--- config.mk ---
export PLATFORM = sky130hd
export DESIGN_NAME = cntdn4_timer
export DESIGN_NICKNAME = d
export VERILOG_FILES = /design/src/rtl/cntdn4_timer.sv
export SDC_FILE = /design/constraint.sdc
export NUM_CORES = 1
export LEC_CHECK = 0
export BUFFER_PORTS_ARGS = -buffer_cell sky130_fd_sc_hd__buf_2
export CORE_AREA = 2 2 39 41
export CTS_CLUSTER_DIAMETER = 40
export CTS_CLUSTER_SIZE = 8
export DETAILED_ROUTE_END_ITERATION = 10
export DIE_AREA = 0 0 41 43
export GPL_TIMING_DRIVEN = 0
export PLACE_DENSITY = 0.68
export SKIP_CTS_REPAIR_TIMING = 1
export SLEW_MARGIN = 20
export SYNTH_ARGS = -nofsm -noshare
export SYNTH_HDL_FRONTEND = slang
export SYNTH_SLANG_ARGS = --single-unit
--- constraint.sdc ---
create_clock -name clk -period 3.6 [get_ports clk]
set_input_delay 0.18 -clock clk [delete_from_list [all_inputs] [get_ports clk]]
set_output_delay 0.18 -clock clk [all_outputs]
set_load 0.005 [all_outputs]
--- src/rtl/cntdn4_timer.sv ---
// rtl/cntdn4_timer.sv - loadable prescaled down-counter with terminal-count pulse
module cntdn4_timer #(
  parameter int WIDTH    = 4,
  parameter int PRESCALE = 4
) (
  input  logic             clk,
  input  logic             reset,
  input  logic             load,
  input  logic [WIDTH-1:0] ld_val,
  input  logic             en,
  output logic [WIDTH-1:0] q,
  output logic             zero,
  output logic             tc,
  output logic             busy
);

  localparam int PW = (PRESCALE > 1) ? $clog2(PRESCALE) : 1;
  localparam logic [PW-1:0] PS_LAST = PW'(PRESCALE - 1);

  typedef enum logic [1:0] {IDLE, RUN, PAUSE, DONE} state_t;

  state_t        state;
  logic [PW-1:0] psc;

  always_ff @(posedge clk or posedge reset) begin
    if (reset) begin
      state <= IDLE;
      q     <= '0;
      psc   <= '0;
      tc    <= 1'b0;
    end else begin
      tc <= 1'b0;
      if (load) begin
        q     <= ld_val;
        psc   <= '0;
        state <= (ld_val != '0) ? RUN : DONE;
      end else begin
        case (state)
          RUN, PAUSE: begin
            // PAUSE shares the RUN step so the resume cycle counts as enabled
            if (!en) begin
              state <= PAUSE;
            end else begin
              state <= RUN;
              if (psc == PS_LAST) begin
                psc <= '0;
                q   <= q - WIDTH'(1);
                if (q == WIDTH'(1)) begin
                  tc    <= 1'b1;
                  state <= DONE;
                end
              end else begin
                psc <= psc + PW'(1);
              end
            end
          end
          default: ;
        endcase
      end
    end
  end

  assign zero = (q == '0);
  assign busy = (state == RUN) || (state == PAUSE);

endmodule

# After elaboration in Yosys (flattened, before gate mapping)
# Cells that the tools add are included.
# word_totals
ff_bits	9
output_inout_bits	7
# op_classes
n_reduce_logical	9
eq_ne	4
add_sub_neg	2
muxes	19
# op_table
operator	count
$mux W2	10
$mux W4	4
$reduce_bool A2 Y1	3
$mux W1	5
$eq A2 B2 Y1 const B	2
$eq A4 B1 Y1 const B	1
$logic_not A4 Y1	1
$reduce_bool A4 Y1	1
$sub A4 B1 Y4 const B	1
$reduce_and A3 Y1	1
$add A2 B1 Y2 const B	1
$eq A2 B1 Y1 const B	1
$reduce_and A2 Y1	1
$reduce_or A2 Y1	1
$logic_or A1 B1 Y1	1

# Longest topological paths before layout
# Gate-level depths: netlist (run 1).
# depth
word_depth	6
ltp_mapped	6
ltp_nobuf	6

# Least setup slack after synthesis (run 1)
# No wires, ideal clock.
# synth_timing
kind	reg-to-reg
start	register state[0]
end	register q[3]
setup_ns	0.125
arrival_time_ns	1.233
stages_incl_launch_ff	5
setup_slack_ns	2.243
cell_sequence	dfrtp_1 > xor2_2 > nand4_1 > xnor2_1 > mux2_2
# synth_via
elab_chain_cells	4
# synth_rtl
element	line	source
from (decl)	22	state_t state;
from (signal assigned)	36	state <= (ld_val != '0) ? RUN : DONE;
$eq A2 B1 Y1 / $eq A2 B2 Y1 (equally long branches)	38	case (state)
$reduce_or A2 Y1 *	38	
$reduce_bool A2 Y1 (no line) *	n/a	
$reduce_and A3 Y1 (no line) *	n/a	
to (signal assigned)	34	q <= ld_val;
to (signal assigned)	47	q <= q - WIDTH'(1);
to (decl)	11	output logic [WIDTH-1:0] q,
# Mark *: on every way between the ends. The rest lies on a longest branch, timed or not.
# A chain may end at the register's enable or synchronous reset.

# Worst setup path after layout (run 1)
# layout_timing
start	register state[1]
end	register q[3]
# The elaborated chain is that of the path after synthesis.

==> Flow_metrics.wiki, run 1 <==
{| class="wikitable"
! Metric !! Value
|-
| Outcome || completed
|-
| Number of global-route vias before repair || 408
|-
| First-pass detailed-route iteration total || 2
|-
| Die outline height || 43 µm
|-
| Num CTS Buffers || 3
|-
| Pin count of the biggest net entering global routing || 11
|-
| Total Routing Usage GR || between 10% and 20%
|-
| Pwr Total || approximately 0.00025 W
|-
| Post-detailed-placement half-perimeter wirelength || 803 µm
|-
| Number of instances in the synthesized netlist || 54
|-
| Nature of the critical path endpoint || flop
|-
| Source of the worst hold timing path || ld_val[1]
|-
| Launch instance of the worst register-to-register path || state[1]$_DFFE_PP0P_
|-
| Syn nets || 65
|-
| Cells after DPL || 83
|-
| Area growth from synthesis to layout || 22.9%
|-
| Clock Sink Count || 9
|-
| Fin Hold WS || 0.133 ns
|-
| Kind of path behind the tightest hold check || input pin to flop
|-
| Critical path origin || state[1]$_DFFE_PP0P_
|-
| Wire length per cell || 12.1 µm
|-
| Clock period minus final worst setup slack || 1.45 ns
|-
| Unrepaired setup endpoints after global routing || no
|-
| Fin nets || 84
|-
| Number of antenna violations at the first check in global routing || 0
|-
| FMAX || 688 MHz
|-
| Hold Path Stages || 3
|-
| Horizontal extent of the die || 41 µm
|-
| Number of max-cap violations || 0
|-
| Max Slew Vio Count || 0
|-
| Slew HR || between 60% and 70%
|-
| Clock insertion delay at the later pin of the skew report || about 0.26 ns
|-
| Worst endpoint data arrival time || 1.61 ns
|-
| Core ar. || 1380 µm²
|-
| Maximum clock path buffer count || 2
|-
| Buffers added on ports || 13
|-
| Area of the multi-input gates || 280 µm²
|-
| Max FO, Critical Path || 6
|-
| CTS Root Buffer Type || sky130_fd_sc_hd__clkbuf_4
|-
| WL final || 1060 µm
|-
| # IOs || 15
|-
| Die area || 1760 µm²
|-
| Fraction of the yosys area taken by sequential cells || 42.6%
|-
| Number of non-filler instances in the completed layout || 88
|-
| H-tree Lvls || 1
|-
| Number of different library cells in the post-synthesis netlist || 28
|-
| Post-route core utilization || a little under half
|-
| Count of vias placed by the detailed router || about 440
|-
| Setup Viol. Count Final || 0
|-
| Clock edge transition at the registers on the reported setup and hold paths || 0.07 ns
|-
| Initial core utilization || 38.2%
|-
| Sequential Area || 225 µm²
|-
| Placer's final routability congestion estimate || 0.686
|-
| Average cell area after synthesis || 9.80 µm²
|-
| Maximum vdd ir drop || roughly 0.00017 V
|-
| Highest-count cells in the layout ignoring fill and taps || sky130_fd_sc_hd__buf_2, sky130_fd_sc_hd__dfrtp_1, sky130_fd_sc_hd__nand2_1
|-
| Initial DRC count || 1
|-
| Slack of the worst reg-to-reg path || around 2.1 ns
|-
| Area of the mapped netlist || 529 µm²
|-
| Period utilization || 40.4%
|-
| DRC violation count after routing || 0
|-
| Final hold violations || 0
|-
| # fillers || 130
|-
| Leakage || 0.311 nW
|-
| R2R cell count || 4
|-
| Detail Route Antenna Nets || 0
|-
| Crit path required time || 3.75 ns
|-
| Critical Setup Path Class || flop to flop
|-
| Standard-cell rows || 14
|-
| First-pass GRT wire length || between 1500 and 2000 µm
|-
| Power per Cell Area || a little under 400 nW/µm²
|-
| Clock tree skew after final layout || 0.00343 ns
|-
| Total of warnings raised by yosys || 0
|-
| Number of flip-flops and latches in the synthesized netlist || 9
|-
| CTS tree || yes
|-
| Average via count per standard cell || 4.99
|-
| Sum of negative setup slack || 0 ns
|-
| Share of layout cells above drive strength 1 || between 30 and 40%
|-
| Transition time of the tightest slew-check pin || 0.457 ns
|-
| Leading cell type in the layout, fill and taps excluded || sky130_fd_sc_hd__buf_2
|-
| Overflow left after global routing || 0
|-
| Count of inserted antenna diode cells || 0
|-
| Startpoint types || flop
|}
final cells by class:
type,count,share of cell area [%]
plain buffers,2,1.35
clock buffers,4,4.04
inverters,4,2.31
multi-input cells,39,43.1
flip-flops and latches,9,34.6
well taps,16,3.08
repair buffers,14,11.5
cells by family (layout without fill, tap and decap cells):
group / Yosys count / after routing / synth area share, %
muxes: 2 / 2 / 4.96
adders and majority gates: 3 / 3 / 7.09
buffers and inverters: 6 / 24 / 4.49
xor gates and xnor gates: 4 / 4 / 8.04
DFF: 9 / 9 / 42.6
and+or+nand+nor: 21 / 21 / 22.2
AOI/OAI and AO/OA: 9 / 9 / 10.6
per-stage QoR:
step,cell area (µm²),setup WS [ns]
finish,651,2.15
global route,651,2.06
CTS,641,2.15
detailed placement,614,2.16
global placement,614,2.18
floorplan,529,2.24
cells in the mapped netlist:
cell / count / share of area [%]
sky130_fd_sc_hd__dfrtp_1: 9 / 43
sky130_fd_sc_hd__nand2_1: 5 / 3.5
sky130_fd_sc_hd__a21oi_1: 4 / 3.8
sky130_fd_sc_hd__inv_1: 4 / 2.8
sky130_fd_sc_hd__ha_1: 3 / 7.1
sky130_fd_sc_hd__nand2b_1: 2 / 2.4
sky130_fd_sc_hd__nand4_1: 2 / 2.4
sky130_fd_sc_hd__nor2_1: 2 / 1.4
sky130_fd_sc_hd__nor3_1: 2 / 1.9
sky130_fd_sc_hd__nor4_1: 2 / 2.4
sky130_fd_sc_hd__xnor2_1: 2 / 3.3
sky130_fd_sc_hd__a211oi_1: 1 / 1.4
sky130_fd_sc_hd__and2b_2: 1 / 1.7
sky130_fd_sc_hd__buf_1: 1 / 0.71
sky130_fd_sc_hd__buf_2: 1 / 0.94
sky130_fd_sc_hd__mux2_2: 1 / 2.1
sky130_fd_sc_hd__mux2_4: 1 / 2.8
sky130_fd_sc_hd__nand2_2: 1 / 1.2
sky130_fd_sc_hd__nand3_1: 1 / 0.94
sky130_fd_sc_hd__nand3_2: 1 / 1.9
sky130_fd_sc_hd__nor3b_1: 1 / 1.4
sky130_fd_sc_hd__o21a_1: 1 / 1.4
sky130_fd_sc_hd__o21ai_0: 1 / 0.94
sky130_fd_sc_hd__o21ai_2: 1 / 1.7
sky130_fd_sc_hd__o21bai_1: 1 / 1.4
sky130_fd_sc_hd__or3_1: 1 / 1.2
sky130_fd_sc_hd__xor2_1: 1 / 1.7
sky130_fd_sc_hd__xor2_2: 1 / 3.1
routing by layer:
layer | track usage (%) | up-vias | share of wire (%)
met1 | 21.5 | 202 | 51
met3 | 4.71 | 4 | 3.7
met2 | 20.0 | 12 | 44
li1 | - | 221 | -
met4 | 10.0 | 0 | 2.0
met5 | 0 | - | 0
report_power, final:
group / leakage, nW / switching (W) / internal [W] / total [W]
Combinational: 0.185 / 0.0000256 / 0.0000243 / 0.0000500
Sequential: 0.111 / 0.0000105 / 0.000110 / 0.000120
Clock: 0.0150 / 0.0000395 / 0.0000429 / 0.0000824
registers in the layout, summed over array words and instances (netlist names):
register	cells
tc	1
psc	2
q	4
state	2
final timing paths:
path | end
max in group asynchronous | q[1]$_DFFE_PP0P_
worst max register to register | q[3]$_DFFE_PP0P_
worst min register to register | psc[1]$_DFFE_PP0P_
worst max-delay path | q[3]$_DFFE_PP0P_
min in group asynchronous | state[0]$_DFFE_PP0P_
worst min-delay path | q[1]$_DFFE_PP0P_
critical path, cell delays in order (launching register included):
cell                      delay, ns
sky130_fd_sc_hd__dfrtp_1       0.47
sky130_fd_sc_hd__xor2_2        0.31
sky130_fd_sc_hd__nand4_1       0.16
sky130_fd_sc_hd__xnor2_1       0.15
sky130_fd_sc_hd__mux2_2        0.26
Note: power is estimated with default switching activity, not from simulation.
==> run 2, diff against run 1 <==
--- a/config.mk
+++ b/config.mk
@@ -5,6 +5,7 @@
 export SDC_FILE = /design/constraint.sdc
 export NUM_CORES = 1
 export LEC_CHECK = 0
+export ABC_AREA = 1
 export BUFFER_PORTS_ARGS = -buffer_cell sky130_fd_sc_hd__buf_2
 export CORE_AREA = 2 2 39 41
 export CTS_CLUSTER_DIAMETER = 40
==> constraint.sdc (replaced) <==
create_clock -name clk -period 1.42 [get_ports clk]
set_input_delay 0.071 -clock clk [delete_from_list [all_inputs] [get_ports clk]]
set_output_delay 0.071 -clock clk [all_outputs]
set_load 0.005 [all_outputs]
==> Flow_metrics.wiki, run 2 <==
{| class="wikitable"
! Metric !! Value
|-
| Standard-cell rows || 14
|-
| Core ar. || 1380 µm²
|-
| Area of the multi-input gates || 258 µm²
|-
| Clock tree skew after final layout || 0.00611 ns
|-
| Post-route core utilization || 47.3%
|-
| Number of antenna violations at the first check in global routing || 0
|-
| Clock Sink Count || 9
|-
| Number of flip-flops in the largest register || 4
|-
| Setup Viol. Count Final || 0
|-
| Max Slew Vio Count || 0
|-
| Power per Cell Area || ~1300 nW/µm²
|-
| Fraction of the yosys area taken by sequential cells || 42.7%
|-
| Sequential Area || about 230 µm²
|-
| Main synth FF type || sky130_fd_sc_hd__dfrtp_1
|-
| Basic-gate share of the synthesized area counting and, or, nand and nor cells || around 34%
|-
| Slew HR || 77.7%
|-
| Transition time of the tightest slew-check pin || 0.334 ns
|-
| Leakage || 0.384 nW
|-
| Number of instances in the synthesized netlist || 71
|-
| Critical Setup Path Class || flop to primary output
|-
| Most flops, register || q
|-
| Max FO, Critical Path || 5
|-
| Share of the synthesized area in compound gates (AO/OA/AOI/OAI) || 8.06%
|-
| Final hold violations || 0
|-
| Synth top area share || 42.7%
|-
| Count of inserted antenna diode cells || 0
|-
| Initial DRC count || 5
|-
| Overflow left after global routing || 0
|-
| Detail Route Antenna Nets || 0
|-
| Count of vias placed by the detailed router || about 510
|-
| Num CTS Buffers || 3
|-
| First-pass detailed-route iteration total || 4
|-
| Area growth from synthesis to layout || 23.9%
|-
| Adder-cell share of the synthesized area || 7.11%
|-
| Synth cell count leaders || sky130_fd_sc_hd__nand2_1, sky130_fd_sc_hd__inv_1, sky130_fd_sc_hd__nor2_1, sky130_fd_sc_hd__dfrtp_1
|-
| Total of warnings raised by yosys || 0
|-
| Kind of path behind the tightest hold check || input pin to flop
|-
| Share of synthesized registers carrying an async set or reset || 100%
|-
| Unrepaired setup endpoints after global routing || no
|-
| Leading cell types by total area after synthesis || sky130_fd_sc_hd__dfrtp_1, sky130_fd_sc_hd__nand2_1, sky130_fd_sc_hd__inv_1
|-
| Nature of the critical path endpoint || primary output
|-
| FMAX || 769 MHz
|-
| DRC violation count after routing || 0
|-
| Clock insertion delay at the later pin of the skew report || between 0.2 and 0.3 ns
|-
| Maximum clock path buffer count || 2
|-
| Average via count per standard cell || 4.80
|-
| Multiplexer share of the synthesized area || 0%
|-
| Placed Area || 618 µm²
|-
| Initial core utilization || 38.2%
|-
| Die area || 1760 µm²
|-
| Average cell area after synthesis || 7.44 µm²
|-
| Regs by FF count || q x4, psc x2, state x2
|-
| Number of max-cap violations || 0
|-
| Synth Area in XOR/XNOR || 0%
|-
| Post-detailed-placement half-perimeter wirelength || around 840 µm
|-
| Placer's final routability congestion estimate || 0.725
|-
| Horizontal extent of the die || 41 µm
|-
| Die outline height || 43 µm
|-
| WL final || 1060 µm
|-
| Number of global-route vias before repair || approximately 430
|-
| Main combinational cell family by area after synthesis || simple AND/OR/NAND/NOR gates
|-
| Crit path required time || 1.35 ns
|-
| Leading cell type in the layout, fill and taps excluded || sky130_fd_sc_hd__nand2_1
|-
| Startpoint types || flop
|-
| Outcome || completed
|-
| Number of different library cells in the post-synthesis netlist || 16
|-
| Maximum vdd ir drop || 0.000521 V
|-
| First-pass GRT wire length || approximately 1800 µm
|-
| Wire length per cell || between 9 and 10 µm
|-
| Sum of negative setup slack || 0 ns
|-
| CTS Root Buffer Type || sky130_fd_sc_hd__clkbuf_4
|-
| Final Instance Area || 654 µm²
|-
| Share of layout cells above drive strength 1 || approximately a quarter
|-
| Total Routing Usage GR || 15.7%
|-
| Fin nets || 102
|-
| CTS tree || yes
|-
| Highest-count cells in the layout ignoring fill and taps || sky130_fd_sc_hd__nand2_1, sky130_fd_sc_hd__buf_2, sky130_fd_sc_hd__inv_1
|-
| Clock edge transition at the registers on the reported setup and hold paths || 0.06 ns
|-
| # IOs || 15
|-
| Cell type with the highest aggregate area in the netlist || sky130_fd_sc_hd__dfrtp_1
|-
| Number of flip-flops and latches in the synthesized netlist || 9
|-
| Buffers added on ports || 14
|-
| Period utilization || around 92%
|-
| # fillers || 154
|-
| Count leader, synth || sky130_fd_sc_hd__nand2_1
|-
| Area of the mapped netlist || around 530 µm²
|-
| Worst endpoint data arrival time || 1.23 ns
|-
| Syn nets || 82
|-
| Pin count of the biggest net entering global routing || 10
|-
| H-tree Lvls || 1
|-
| Number of enable flip-flop cells after synthesis || 0
|-
| Clock period minus final worst setup slack || about 1.3 ns
|}
[run 2: logic make-up after synthesis]
family,count (synthesis)
AND/OR/NAND/NOR,39
buffers and inverters,12
flip-flops,9
AO/OA/AOI/OAI,8
adder cells (fa/ha/maj),3
[run 2: final timing paths]
check                                         from            endpoint  slack (ns)  cells after the start
worst max-delay path              q[0]$_DFFE_PP0P_                zero        0.12                      5
worst min-delay path                            en        tc$_DFF_PP0_        0.08                      3
worst max register to register  psc[0]$_DFFE_PP0P_  psc[0]$_DFFE_PP0P_        0.22                      5
worst min register to register  psc[1]$_DFFE_PP0P_  psc[1]$_DFFE_PP0P_        0.49                      2
max in group asynchronous                    reset  psc[0]$_DFFE_PP0P_        0.86                      3
min in group asynchronous                    reset    q[3]$_DFFE_PP0P_        0.31                      3
[run 2: final cells by class]
cell class / count / share of cell area (%)
Multi-Input combinational cell: 50 / 39.4
Sequential cell: 9 / 34.4
Timing Repair Buffer: 15 / 12.2
Inverter: 12 / 6.88
Clock buffer: 4 / 4.02
Tap cell: 16 / 3.06
[run 2: through the flow]
step	worst slack (ns)	hold WS [ns]	power [W]	std cells
after floorplan	0.329	-0.101	0.000566	71
after global placement	0.278	0.0512	0.000657	101
after detailed placement	0.239	0.0555	0.000673	101
after CTS	0.114	-0.234	0.000878	105
after global routing	0.00221	0.0790	0.000974	106
final	0.120	0.0808	0.000870	106
[run 2: where the power goes]
group / switching [W] / total, W / internal, W
sequential: 0.0000568 / 0.000369 / 0.000312
clock: 0.0000950 / 0.000204 / 0.000109
combinational: 0.000167 / 0.000298 / 0.000131
total: 0.000319 / 0.000870 / 0.000552
[run 2: critical path, cell delays in order (launching register included)]
cell	delay (ns)
sky130_fd_sc_hd__dfrtp_1	0.41
sky130_fd_sc_hd__inv_1	0.09
sky130_fd_sc_hd__ha_1	0.22
sky130_fd_sc_hd__nand2_1	0.09
sky130_fd_sc_hd__nor2_1	0.04
sky130_fd_sc_hd__buf_2	0.12
[run 2: routing by layer]
layer	up-vias	global-route usage [%]	routed length, µm
li1	262	-	-
met1	228	17.6	474
met2	14	23.4	497
met3	5	4.71	48
met4	0	12.0	35
met5	-	0	0
==> run 3, diff against run 2 <==
--- a/config.mk
+++ b/config.mk
@@ -5,7 +5,6 @@
 export SDC_FILE = /design/constraint.sdc
 export NUM_CORES = 1
 export LEC_CHECK = 0
-export ABC_AREA = 1
 export BUFFER_PORTS_ARGS = -buffer_cell sky130_fd_sc_hd__buf_2
 export CORE_AREA = 2 2 39 41
 export CTS_CLUSTER_DIAMETER = 40
==> Flow_metrics.wiki, run 3 (synthesis results as in run 1) <==
{| class="wikitable"
! Metric !! Value
|-
| Max FO, Critical Path || 6
|-
| Final Instance Area || 679 µm²
|-
| DRC violation count after routing || 0
|-
| Horizontal extent of the die || 41 µm
|-
| Clock period minus final worst setup slack || 1.38 ns
|-
| Worst endpoint data arrival time || 1.53 ns
|-
| Clock insertion delay at the later pin of the skew report || 0.26 ns
|-
| Regs by FF count || q x4, psc x2, state x2
|-
| Max Slew Vio Count || 0
|-
| Worst setup path endpoint || q[3]$_DFFE_PP0P_
|-
| Nature of the critical path endpoint || flop
|-
| Count of inserted antenna diode cells || 0
|-
| Placer's final routability congestion estimate || slightly below 0.7
|-
| Slew HR || 69.9%
|-
| Num CTS Buffers || 3
|-
| Placed Area || 614 µm²
|-
| Number of antenna violations at the first check in global routing || 0
|-
| # IOs || 15
|-
| Clock edge transition at the registers on the reported setup and hold paths || 0.07 ns
|-
| Number of global-route vias before repair || 408
|-
| CTS Root Buffer Type || sky130_fd_sc_hd__clkbuf_4
|-
| Pwr Total || 0.000660 W
|-
| Clock tree skew after final layout || 0.00369 ns
|-
| Wire length per cell || 12.1 µm
|-
| Leading cell type in the layout, fill and taps excluded || sky130_fd_sc_hd__buf_2
|-
| Outcome || completed
|-
| Critical Setup Path Class || flop to flop
|-
| Fin Hold WS || 0.0242 ns
|-
| Standard-cell rows || 14
|-
| Area growth from synthesis to layout || 28.4%
|-
| Cell chain of the critical path || xor2_4, nand4_1, xnor2_1, mux2_2
|-
| Slowest cell delay on critical path || 0.46 ns
|-
| Die area || 1760 µm²
|-
| Fin nets || 86
|-
| Number of flip-flops in the largest register || 4
|-
| Post-detailed-placement half-perimeter wirelength || around 800 µm
|-
| R2R cell count || 4
|-
| Clock Sink Count || 9
|-
| Unrepaired setup endpoints after global routing || yes
|-
| H-tree Lvls || 1
|-
| Average via count per standard cell || 4.98
|-
| Terminus of the critical flop-to-flop path || q[3]$_DFFE_PP0P_
|-
| Core ar. || 1380 µm²
|-
| Transition time of the tightest slew-check pin || between 0.4 and 0.5 ns
|-
| Buffers added on ports || 13
|-
| FMAX || 726 MHz
|-
| Share of layout cells above drive strength 1 || a little under two fifths
|-
| Power per Cell Area || between 900 and 1000 nW/µm²
|-
| Critical path origin || state[1]$_DFFE_PP0P_
|-
| # fillers || 128
|-
| Die outline height || 43 µm
|-
| Overflow left after global routing || 0
|-
| Crit-path slowest cell || sky130_fd_sc_hd__dfrtp_2
|-
| WL final || 1090 µm
|-
| CTS tree || yes
|-
| Total Routing Usage GR || 15.5%
|-
| Crit path required time || approximately 1.6 ns
|-
| Kind of path behind the tightest hold check || input pin to flop
|-
| Period utilization || between 90% and 100%
|-
| First-pass detailed-route iteration total || 2
|-
| Startpoint types || flop
|-
| Most flops, register || q
|-
| Setup Viol. Count Final || 0
|-
| Highest-count cells in the layout ignoring fill and taps || sky130_fd_sc_hd__buf_2, sky130_fd_sc_hd__dfrtp_1, sky130_fd_sc_hd__nand2_1
|-
| Maximum clock path buffer count || 2
|-
| Initial core utilization || 38.2%
|-
| Maximum vdd ir drop || 0.000427 V
|-
| Slack of the worst reg-to-reg path || 0.04 ns
|-
| Final hold violations || 0
|-
| Count of vias placed by the detailed router || 448
|-
| Pin count of the biggest net entering global routing || 11
|-
| Leakage || 0.321 nW
|-
| Detail Route Antenna Nets || 0
|-
| Number of max-cap violations || 0
|-
| Launch instance of the worst register-to-register path || state[1]$_DFFE_PP0P_
|-
| First-pass GRT wire length || 1750 µm
|-
| Initial DRC count || 1
|}
[run 3: per-stage QoR]
| stage | util (%) | setup TNS (ns) | setup slack, ns | cells |
|---|---|---|---|---|
| global placement | 44.4 | 0 | 0.00209 | 83 |
| CTS | 46.3 | -0.0318 | -0.0318 | 87 |
| global route | 49.1 | -0.0206 | -0.0206 | 90 |
| finish | 49.1 | 0 | 0.0425 | 90 |
| floorplan | - | 0 | 0.0626 | 54 |
| detailed placement | 44.4 | -0.0162 | -0.0162 | 83 |
[run 3: worst min path at each step]
stage | startpoint | end | slack (ns) | depth (start not counted)
after floorplan | reset | psc[0]$_DFFE_PP0P_ | -0.10 | 1
final | ld_val[1] | q[1]$_DFFE_PP0P_ | 0.02 | 3
after CTS | reset | state[0]$_DFFE_PP0P_ | -0.23 | 2
after global placement | reset | state[0]$_DFFE_PP0P_ | 0.05 | 2
after global routing | ld_val[1] | q[1]$_DFFE_PP0P_ | 0.04 | 3
after detailed placement | reset | state[0]$_DFFE_PP0P_ | 0.05 | 2
[run 3: critical path, delay by kind of cell (launching register included)]
kind	cells	cell delay, ns
simple gates	1	0.13
xor+xnor	2	0.41
mux	1	0.26
flops	1	0.46
[run 3: metal layers]
metal	vias to the layer above	track usage (%)	part of all wire [%]
met3	4	4.71	3.6
met1	205	21.5	49
met2	12	20.0	46
met4	0	10.0	1.9
met5	-	0	0
li1	227	-	-
[run 3: where the power goes]
part	switching, W	internal [W]	leakage, nW
clock	0.0000996	0.000109	0.0150
sequential	0.0000296	0.000279	0.109
combinational	0.0000684	0.0000749	0.197
total	0.000198	0.000462	0.321
[run 3: layout make-up]
cell class	instances	area, µm²	area share (%)
well taps	16	20.0	2.95
inverters	4	15.0	2.21
repair buffers	16	90.1	13.3
plain buffers	2	8.76	1.29
multi-input cells	39	292	42.9
clock buffers	4	26.3	3.87
flip-flops and latches	9	228	33.5
